File: src/rtl/apb_intc.sv
// APB interrupt controller: per-source level/edge pending, enable mask,
// lowest-index-first active ID and a registered CPU interrupt request.
module apb_intc #(
    parameter int NUM_IRQ = 8
) (
    input  logic               PCLK,
    input  logic               PRESET,
    input  logic               PSEL,
    input  logic [7:2]         PADDR,
    input  logic               PENABLE,
    input  logic               PWRITE,
    input  logic [31:0]        PWDATA,
    output logic [31:0]        PRDATA,
    output logic               PREADY,
    output logic               PSLVERR,
    input  logic [NUM_IRQ-1:0] IRQIN,
    output logic               IRQOUT
);

    localparam logic [5:0] A_PEND  = 6'h00;
    localparam logic [5:0] A_EN    = 6'h01;
    localparam logic [5:0] A_EDGE  = 6'h02;
    localparam logic [5:0] A_ACT   = 6'h03;
    localparam logic [5:0] A_SWSET = 6'h04;

    logic [NUM_IRQ-1:0] irq_in_q;
    logic [NUM_IRQ-1:0] pend_q, pend_d;
    logic [NUM_IRQ-1:0] en_q, en_d;
    logic [NUM_IRQ-1:0] edge_q, edge_d;
    logic [31:0]        rdata_q, rdata_d;
    logic               irqout_q;

    logic               wr_en;
    logic               wr_pend, wr_en_reg, wr_edge, wr_swset;
    logic [NUM_IRQ-1:0] wdata;
    logic               valid;
    logic [4:0]         act_id;
    logic               unused_wdata;

    assign wr_en     = PSEL & ~PENABLE & PWRITE;
    assign wr_pend   = wr_en && (PADDR == A_PEND);
    assign wr_en_reg = wr_en && (PADDR == A_EN);
    assign wr_edge   = wr_en && (PADDR == A_EDGE);
    assign wr_swset  = wr_en && (PADDR == A_SWSET);
    assign wdata     = PWDATA[NUM_IRQ-1:0];

    assign unused_wdata = ^PWDATA[31:NUM_IRQ];

    assign en_d   = wr_en_reg ? wdata : en_q;
    assign edge_d = wr_edge ? wdata : edge_q;

    // Edge sources: a new set event beats a simultaneous W1C.
    always_comb begin
        pend_d = pend_q;
        for (int i = 0; i < NUM_IRQ; i++) begin
            if (edge_q[i]) begin
                if ((IRQIN[i] & ~irq_in_q[i]) | (wr_swset & wdata[i]))
                    pend_d[i] = 1'b1;
                else if (wr_pend & wdata[i])
                    pend_d[i] = 1'b0;
            end else begin
                pend_d[i] = IRQIN[i];
            end
        end
    end

    always_comb begin
        valid  = |(pend_q & en_q);
        act_id = '0;
        for (int i = NUM_IRQ - 1; i >= 0; i--) begin
            if (pend_q[i] & en_q[i])
                act_id = 5'(i);
        end
    end

    always_comb begin
        rdata_d = '0;
        case (PADDR)
            A_PEND:  rdata_d = 32'(pend_q);
            A_EN:    rdata_d = 32'(en_q);
            A_EDGE:  rdata_d = 32'(edge_q);
            A_ACT:   rdata_d = {valid, 26'd0, act_id};
            default: rdata_d = '0;
        endcase
    end

    always_ff @(posedge PCLK) begin
        if (PRESET) begin
            irq_in_q <= '0;
            pend_q   <= '0;
            en_q     <= '0;
            edge_q   <= '0;
            rdata_q  <= '0;
            irqout_q <= 1'b0;
        end else begin
            irq_in_q <= IRQIN;
            pend_q   <= pend_d;
            en_q     <= en_d;
            edge_q   <= edge_d;
            rdata_q  <= rdata_d;
            irqout_q <= |(pend_q & en_q);
        end
    end

    assign PRDATA  = (PSEL & ~PWRITE) ? rdata_q : 32'd0;
    assign PREADY  = 1'b1;
    assign PSLVERR = 1'b0;
    assign IRQOUT  = irqout_q;

endmodule

File: config.mk
export PLATFORM = sky130hd
export DESIGN_NAME = apb_intc
export DESIGN_NICKNAME = d
export VERILOG_FILES = /design/src/rtl/apb_intc.sv
export SDC_FILE = /design/constraint.sdc
export NUM_CORES = 1
export LEC_CHECK = 0
export CAP_MARGIN = 20
export CORE_MARGIN = 1
export CORE_UTILIZATION = 38
export DETAILED_ROUTE_END_ITERATION = 12
export GPL_TIMING_DRIVEN = 0
export PLACE_DENSITY = 0.8
export SYNTH_ARGS = -nofsm -noshare
export SYNTH_HDL_FRONTEND = slang
export SYNTH_SLANG_ARGS = --single-unit
File: constraint.sdc
create_clock -name PCLK -period 1.3 [get_ports PCLK]
set_input_delay 0.26 -clock PCLK [delete_from_list [all_inputs] [get_ports PCLK]]
set_output_delay 0.26 -clock PCLK [all_outputs]
set_load 0.02 [all_outputs]
==> metrics <==
status=finished clean; Worst-Skew Late Latency=290 ps; asr flop ratio synth=0; Yosys warnings=0; Adder-Cell Fraction of Synth Area=0; HP Class=in -> reg; Routed WL=4480 um; Rows=26; sequential element share of the synthesized area=0.405; first-pass GRT wire length=7590 um; final worst path period need=1240 ps; initial antenna violation count=0; Final period util=0.951; global route overflow=0; max_cap viols=0; layout cells sized above 1=0.241; PortBufs=36; dominant cells by area after synthesis=dfxtp_1 40%, mux2i_1 12%, buf_4 9.4%; Layout Cells excl Fill=369; placed cells=360; Core Area=0.00517 sq mm; CP cell instances=buf_2, nor4_4, and3_4, buf_6, a211oi_2, a211o_1; Final Skew=6.24 ps; Routed WL per cell=12.2 um; highest clock rate=809 MHz; syn_area_per_cell=8.99 sq um; slowest cell delay on critical path=370 ps; Worst IR Drop VDD=454 uV; via-per-instance ratio=4.79; largest net degree at the start of global routing=13; dominant cell type by area after synthesis=dfxtp_1; Commonest cells post-synth=42 x dfxtp_1, 30 x nor2_1, 26 x buf_4, 24 x mux2i_1, 13 x nand2_1; die footprint=0.00577 sq mm; mapped cell area=0.00208 sq mm; Static Leakage=1.29 nW; Hold Crit Start=PRESET; DRT Pass-1 Iters=4; Worst setup startpoint=PADDR[6]; Chip Width=75.9 um; ANT nets after route=0; Post-DP Area=0.00262 sq mm; CP max stage cell=and3_4; I/O Pins=86; WS Path Type=in -> reg; CTS Buffer Depth=2; All-Layer GR Usage=0.164; maximum level of the CTS H-tree=2; RSZ-0062 raised after global routing=no; share of the core filled with cells=0.537; number of fill cells=484; Initial Util=0.402; Worst Path Buf+Inv=2; Power Dens Cells=887 mW/mm^2; Final Setup Violations=0; CTS Sinks=42; Clock transition at path regs=80 ps; fin area=0.00278 sq mm; Final Max Tran Viols=0; hold_buf cts=0; final hold vios=0; Crit. End Element=flip-flop; most common cell in the netlist=dfxtp_1; Post-Synth Simple-Gate Area=0.204; Synth Area in XOR/XNOR=0; hpwl dp=3160 um; Die H=75.9 um; # DRC=0; Num CTS Buffers=5; flops & latches, synth=42; final setup TNS=0 ps; DRT iter0 DRCs=66; CP arrival=1420 ps; multiplexer area fraction after synthesis=0.116; reg2reg start=pend_q[0]$_SDFFE_PP0P_; Worst Path Required=1490 ps; total number of vias=1768; WHS=432 ps; Nets=350; TritonCTS clock tree=built; largest family of logic cells by synthesized area=simple AND/OR/NAND/NOR gates; element type at the critical path start=input pin; Place WS=-823 ps; CTS Root Cell=clkbuf_8; Post-synth EDFFs=0; Synth Area in Compound Gates=0.145; number of library cell types mapped by synthesis=33; Gate Count Post-Synth=231; family with the most delay on the worst path=simple AND/OR/NAND/NOR gates; total power=2.46 mW; Antenna diodes=0; gp weighted congestion=0.819; Final WS setup=63.9 ps; Post-synth top flop=dfxtp_1; P&R area growth vs syn=33.8%; share of the synthesized area in the top cell type=0.405; Crit Path Max Fanout=8; vias in the first global route=1648
cell usage in the layout (no fill, tap or decap), drive strengths merged:
cell           count
o211ai             1
a2111oi            4
and3               6
nand3              1
mux2i             24
nand2             13
nand4b             1
a21boi             4
clkdlybuf4s15      2
a21oi             12
inv                8
nand3b             2
clkdlybuf4s50     16
clkbuf            13
and4               1
a22oi              1
clkinv             2
nor2b             12
a31oi              1
a311o              4
conb              25
dlygate4sd2        3
a32o               2
nor4               2
and3b              2
a211oi             4
a22o               2
o22ai              1
buf               43
nand2b             1
nor2              30
a211o              4
and2              10
dfxtp             42
power breakdown:
part	internal, mW	total [mW]	leakage, nW	switching [mW]
clock	0.360	0.784	0.0438	0.424
combinational	0.167	0.350	0.902	0.183
sequential	1.31	1.33	0.343	0.0177
final timing paths:
path                            cells past startpoint  slack (ps)                     end
worst max-delay path                                6          60  pend_q[4]$_SDFFE_PP0P_
worst min register to register                      2         490  pend_q[5]$_SDFFE_PP0P_
worst min-delay path                                2         430  irq_in_q[0]$_SDFF_PP0_
worst max register to register                      4         130  rdata_q[31]$_SDFF_PP0_
kinds of logic after synthesis:
logic type / Yosys count
buffers and inverters: 43
muxes: 24
other: 2
and+or+nand+nor: 80
AOI/OAI and AO/OA: 40
DFF: 42
state kept, by name (all words and copies together) (netlist names):
signal    flops
IRQOUT        1
edge_q        8
en_q          8
pend_q        8
rdata_q       9
irq_in_q      8
cell type report:
class | instances | area, sq um | share of cell area
buffer | 33 | 246 | 0.0887
tap | 70 | 87.6 | 0.0315
clock buffer | 5 | 68.8 | 0.0248
multi-input combinational | 170 | 1180 | 0.425
clock inverter | 2 | 10.0 | 0.00360
inverter | 8 | 30.0 | 0.0108
timing repair buffer | 39 | 315 | 0.113
sequential | 42 | 841 | 0.303
worst reg2reg max path: cells and delay by family (launching register included):
family / cells / cell delay [ps]
AO/OA/AOI/OAI: 2 / 330
flip-flops: 1 / 350
AND/OR/NAND/NOR: 2 / 390
per-layer routing:
metal | track usage | part of all wire | up-vias
met2 | 0.280 | 0.48 | 52
li1 | - | - | 890
met3 | 0.0482 | 0.065 | 8
met1 | 0.191 | 0.44 | 818
met4 | 0.0673 | 0.014 | 0
met5 | 0 | 0 | -
repair_timing:
action                                  CTS  global route
endpoints found under the setup margin   48             4
pin swaps                                11             9
gates cloned                              1             0
gates resized for setup                  96             5
buffers inserted                          2             1
Note: power is estimated with default switching activity, not from simulation.
